File: src/rtl/fifo_address_sync_packet.sv
// Single-clock FIFO address and flag controller for an external dual-port RAM
// with registered read, with optional packet commit/abort on the write side.
module fifo_address_sync_packet #(
    parameter int unsigned C_ADDRESS_WIDTH          = 4,
    parameter int unsigned C_ALMOST_EMPTY_THRESHOLD = 2,
    parameter int unsigned C_ALMOST_FULL_THRESHOLD  = 2,
    parameter int unsigned C_PACKET_MODE            = 0
) (
    input  logic                       clk,
    input  logic                       resetn,

    input  logic                       s_axis_valid,
    output logic                       s_axis_ready,
    input  logic                       s_axis_last,
    input  logic                       s_axis_abort,
    output logic [C_ADDRESS_WIDTH-1:0] s_axis_waddr,
    output logic                       s_axis_empty,
    output logic [C_ADDRESS_WIDTH:0]   s_axis_room,
    output logic                       s_axis_almost_full,

    output logic                       m_axis_valid,
    input  logic                       m_axis_ready,
    output logic [C_ADDRESS_WIDTH-1:0] m_axis_raddr_next,
    output logic [C_ADDRESS_WIDTH:0]   m_axis_level,
    output logic                       m_axis_almost_empty
);

    localparam int unsigned AW = C_ADDRESS_WIDTH;
    localparam int unsigned PW = AW + 1;
    localparam int unsigned D  = 1 << AW;

    localparam logic [PW-1:0] DEPTH = PW'(D);
    localparam logic [PW-1:0] AE_TH = PW'(C_ALMOST_EMPTY_THRESHOLD);
    localparam logic [PW-1:0] AF_TH = PW'(C_ALMOST_FULL_THRESHOLD);
    localparam logic [PW-1:0] ONE   = PW'(1);

    logic [PW-1:0] waddr;
    logic [PW-1:0] caddr;
    logic [PW-1:0] raddr;
    logic [PW-1:0] waddr_next;
    logic [PW-1:0] caddr_next;
    logic [PW-1:0] raddr_next;

    logic          write_acc;
    logic          read_acc;

    logic [PW-1:0] used_next;
    logic [PW-1:0] room_next;
    logic [PW-1:0] level_next;
    logic          ready_next;
    logic          valid_next;
    logic          empty_next;
    logic          almost_full_next;
    logic          almost_empty_next;

    // Handshakes qualified by the registered flags; both sides share one clock.
    assign write_acc = s_axis_valid & s_axis_ready;
    assign read_acc  = m_axis_valid & m_axis_ready;

    // Pointer update; reset forces the next values to zero so the read
    // address presented to the RAM is already 0 during the reset cycle.
    always_comb begin
        waddr_next = waddr;
        caddr_next = caddr;
        raddr_next = raddr;

        if (write_acc) begin
            waddr_next = waddr + ONE;
        end
        if (read_acc) begin
            raddr_next = raddr + ONE;
        end

        if (C_PACKET_MODE != 0) begin
            if (write_acc && s_axis_last) begin
                caddr_next = waddr + ONE;
            end
            // Abort rewinds to the (possibly just updated) commit point.
            if (s_axis_abort) begin
                waddr_next = caddr_next;
            end
        end else begin
            caddr_next = waddr_next;
        end

        if (!resetn) begin
            waddr_next = '0;
            caddr_next = '0;
            raddr_next = '0;
        end
    end

    // Flags derived from the next pointers so they are exact one cycle after any event.
    always_comb begin
        used_next         = waddr_next - raddr_next;
        room_next         = DEPTH - used_next;
        level_next        = caddr_next - raddr_next;
        ready_next        = (used_next != DEPTH);
        valid_next        = (caddr_next != raddr_next);
        empty_next        = (waddr_next == raddr_next);
        almost_full_next  = (room_next <= AF_TH);
        almost_empty_next = (level_next <= AE_TH);
    end

    always_ff @(posedge clk) begin
        if (!resetn) begin
            waddr               <= '0;
            caddr               <= '0;
            raddr               <= '0;
            s_axis_ready        <= 1'b1;
            s_axis_empty        <= 1'b1;
            s_axis_room         <= DEPTH;
            s_axis_almost_full  <= (DEPTH <= AF_TH);
            m_axis_valid        <= 1'b0;
            m_axis_level        <= '0;
            m_axis_almost_empty <= 1'b1;
        end else begin
            waddr               <= waddr_next;
            caddr               <= caddr_next;
            raddr               <= raddr_next;
            s_axis_ready        <= ready_next;
            s_axis_empty        <= empty_next;
            s_axis_room         <= room_next;
            s_axis_almost_full  <= almost_full_next;
            m_axis_valid        <= valid_next;
            m_axis_level        <= level_next;
            m_axis_almost_empty <= almost_empty_next;
        end
    end

    assign s_axis_waddr      = waddr[AW-1:0];
    assign m_axis_raddr_next = raddr_next[AW-1:0];

endmodule

File: config.mk
export PLATFORM = sky130hd
export DESIGN_NAME = fifo_address_sync_packet
export DESIGN_NICKNAME = d
export VERILOG_FILES = /design/src/rtl/fifo_address_sync_packet.sv
export SDC_FILE = /design/constraint.sdc
export NUM_CORES = 1
export LEC_CHECK = 0
export BUFFER_PORTS_ARGS = -buffer_cell sky130_fd_sc_hd__buf_4
export CAP_MARGIN = 10
export CELL_PAD_IN_SITES_DETAIL_PLACEMENT = 1
export CELL_PAD_IN_SITES_GLOBAL_PLACEMENT = 1
export CORE_ASPECT_RATIO = 1.2
export CORE_MARGIN = 1.5
export CORE_UTILIZATION = 35
export DETAILED_ROUTE_END_ITERATION = 10
export PLACE_DENSITY = 0.75
export SYNTH_ARGS = -nofsm -noshare
export SYNTH_HDL_FRONTEND = slang
export SYNTH_SLANG_ARGS = --single-unit
File: constraint.sdc
create_clock -name clk -period 3.25 [get_ports clk]
set_input_delay 0.65 -clock clk [delete_from_list [all_inputs] [get_ports clk]]
set_output_delay 0.65 -clock clk [all_outputs]
set_load 0.02 [all_outputs]
==> impl_metrics.toml <==
[layout]
stdcell_area_sq_um = 1550
area_growth_pct = 23.3
multi_input_area_sq_um = 657
stdcell_count = 208
n_antenna_cell = 0
drive_above_1_share_pct = 26.3
regArea_sq_um = 480
final_nets = 188
utilization_pct = 45.7
fill_cells = 417

[critical_path]
worstPathRequired_ns = 3.46
cp_cell_sequence = "buf_4 -> nand2_1 -> nand2_1 -> a21oi_1 -> inv_1 -> ha_1 -> nor2b_1 -> o21ai_1 -> a21oi_1 -> nor2b_1 -> nor2_1 -> ha_1 -> nand2b_1 -> a21oi_1 -> o21a_1"
critPathSlowestCell = "ha_1"
slowest_delay_ns = 0.32
path_max_fanout = 4
critPathTopFamily = "compound AO/OA/AOI/OAI gates"
crit_buf_inv = 2
r2r_end = "s_axis_almost_full$_SDFF_PN0_"
crit_top_cell = "a21oi_1"
reg2regPathDepth = 14
arrival_ns = 3.09
reg2reg_from = "raddr[0]$_SDFF_PN0_"
cp-end-kind = "flip-flop"
regToRegSetupSlack_ns = 0.38
critPathKind = "in -> reg"
startpoint_type = "input pin"

[cts]
post_cts_buffers = 0
clk_pin_slew_worst_paths_ns = 0.09
cts_made_buffers = 3
cts_sinks = 24
cts_tree = "done"
htree_levels = 1
clockBufferDepth = 2
cts_root_buf = "clkbuf_8"
cts_hold_buffers = 0
post_cts_resized = 0
clk_latency_ns = 0.27

[sta]
finalCriticalPeriod_ns = 2.88
max_slew_margin_pct = 64.7
tns_ns = 0
hold_viol_final = 0
rsz0062_at_grt = "no"
setup_viol = 0
finalWorstSetupSlack_ns = 0.372
whs_ns = 0.510
post-route-period-util_pct = 88.6
slew_viol_final = 0
max_freq_mhz = 347
tightestPinTransition_ns = 0.526
clock_skew_ns = 0.00540

[hold_path]
min_path_cells = 2
worstHoldStart = "raddr[1]$_SDFF_PN0_"
min_path_type = "reg -> reg"
hold_end = "raddr[1]$_SDFF_PN0_"

[power_and_ir_drop]
power.density_nw_per_um2 = 534
total_leakage_power_nw = 0.726
ir_worst_vdd_mv = 0.288
total_power_mw = 0.827

[die]
die_y_um = 68.7
num_io_pins = 29
dieWidth_um = 57.7
core_region_area_sq_um = 3400
die_area_sq_um = 3960
initial_utilization_pct = 37.0
rows = 23

[synth]
syn_area_sq_um = 1260
ys_types = 33
yosysSeqAreaShare_pct = 38.2
synth_seq_cells = 24
synthTopCellsByArea = "dfxtp_1, ha_1, buf_4"
syn_area_per_cell_sq_um = 8.79
ys_warn_count = 0
syn_inst = 143
synth_top_area_cell = "dfxtp_1"
synth_fp_nets = 159
synth_top_area_share_pct = 38.2

[detailed_routing]
via_per_inst = 5.09
drc = 1
wl_mm = 2.88
postRouteAntennaNets = 0
drt_iter0_markers = 41
first_pass_iters = 7
vias = 1059
wire_per_inst_um = 13.8

[grt]
grt_max_degree = 14
grt_overflow = 0
met3_usage_pct = 2.05
grt_pass1_vias = 1113
use_met1_pct = 18.9
grt_pass1_wl_mm = 4.94
busiest_layer = "met2"
gr-usage-met2_pct = 29.0
grt_usage_pct = 16.1
antenna_found_initial = 0

[run_status]
violations = "design-rule violations"
run_status = "complete, but fails checks"

[place]
place_hpwl_mm = 2.40
dp_slack_ns = 0.0951
placed_cells = 204
io_buffers = 26
gp_congestion = 0.818
placed_cell_area_sq_um = 1500

[flow_run]
maxCapViolCount = 0
-- worst max-delay path by stage --
stage                        startpoint                             to  slack, ns  cells after the start
floorplan                        resetn  s_axis_almost_full$_SDFF_PN0_       0.04                     15
global placement           m_axis_ready  s_axis_almost_full$_SDFF_PN0_       0.16                     13
detailed placement         m_axis_ready  s_axis_almost_full$_SDFF_PN0_        0.1                     14
CTS                        m_axis_ready  s_axis_almost_full$_SDFF_PN0_       0.34                     15
global route        raddr[0]$_SDFF_PN0_  s_axis_almost_full$_SDFF_PN0_       0.04                     14
finish                     m_axis_ready  s_axis_almost_full$_SDFF_PN0_       0.37                     15
-- worst min-delay path, cell delays in order (launching register included) --
cell	delay [ns]
dfxtp_1	0.33
nand2_1	0.08
a21oi_1	0.06
-- Yosys cell counts --
cell,instances
nand3_2,1
o21ai_1,4
nor2_1,14
xnor2_1,1
o31ai_2,1
a211oi_1,1
nor2b_1,2
nand4_1,1
and3_1,1
clkbuf_1,3
nand2_2,1
inv_1,10
xnor3_1,2
nand2_1,8
inv_2,1
buf_4,9
o21bai_1,1
nor3b_1,2
nor2_4,1
o21a_1,3
xor2_1,6
nand2b_1,1
nor3_1,1
o21ai_0,3
o211a_1,1
a21oi_1,12
ha_1,9
and2_1,4
or3_1,3
or2_1,2
dfxtp_1,24
fa_1,1
nand3_1,9
-- layout by cell type (no fill, tap or decap), drive strengths merged, types with 2 or more instances in the layout --
| master | synthesis | layout |
|---|---|---|
| and2 | 4 | 4 |
| a21oi | 12 | 12 |
| ha | 9 | 9 |
| o21a | 3 | 3 |
| nand3 | 10 | 10 |
| nand2 | 9 | 9 |
| dfxtp | 24 | 24 |
| buf | 9 | 36 |
| nor2 | 15 | 15 |
| o21ai | 7 | 7 |
| nor3b | 2 | 2 |
| clkbuf | 3 | 4 |
| or3 | 3 | 3 |
| inv | 11 | 11 |
| xor2 | 6 | 6 |
| or2 | 2 | 2 |
| xnor3 | 2 | 2 |
| nor2b | 2 | 2 |
-- sequential cells by signal, summed over array words and instances, names as in the netlist --
register,cells
s_axis_almost_full,1
s_axis_empty,1
m_axis_level,4
s_axis_ready,1
waddr,5
s_axis_room,5
m_axis_almost_empty,1
raddr,5
m_axis_valid,1
-- cell families (layout without fill, tap and decap cells) --
group	after synthesis	after routing	share of synthesized area (%)
xor gates and xnor gates	9	9	8.46
and+or+nand+nor	51	51	20.9
DFF	24	24	38.2
buffers and inverters	23	51	9.55
adders and majority gates	10	10	10.5
AOI/OAI and AO/OA	26	26	12.3
-- per-layer routing --
metal	vias to the layer above	part of all wire, %	wire [um]
li1	525	-	-
met5	-	0	0
met1	503	41	1190
met3	7	3.5	100
met2	24	53	1530
met4	0	2.2	62
-- power by group --
part / internal (mW) / switching (mW)
Clock: 0.108 / 0.0945
Sequential: 0.329 / 0.0160
Combinational: 0.130 / 0.150
-- layout make-up --
class                      count  area share, %
tap                           37           2.99
clock buffer                   4           3.55
inverter                      11           2.66
multi-input combinational     96           42.4
timing repair buffer          36           17.4
sequential                    24           31.0
Note: power is estimated with default switching activity, not from simulation.
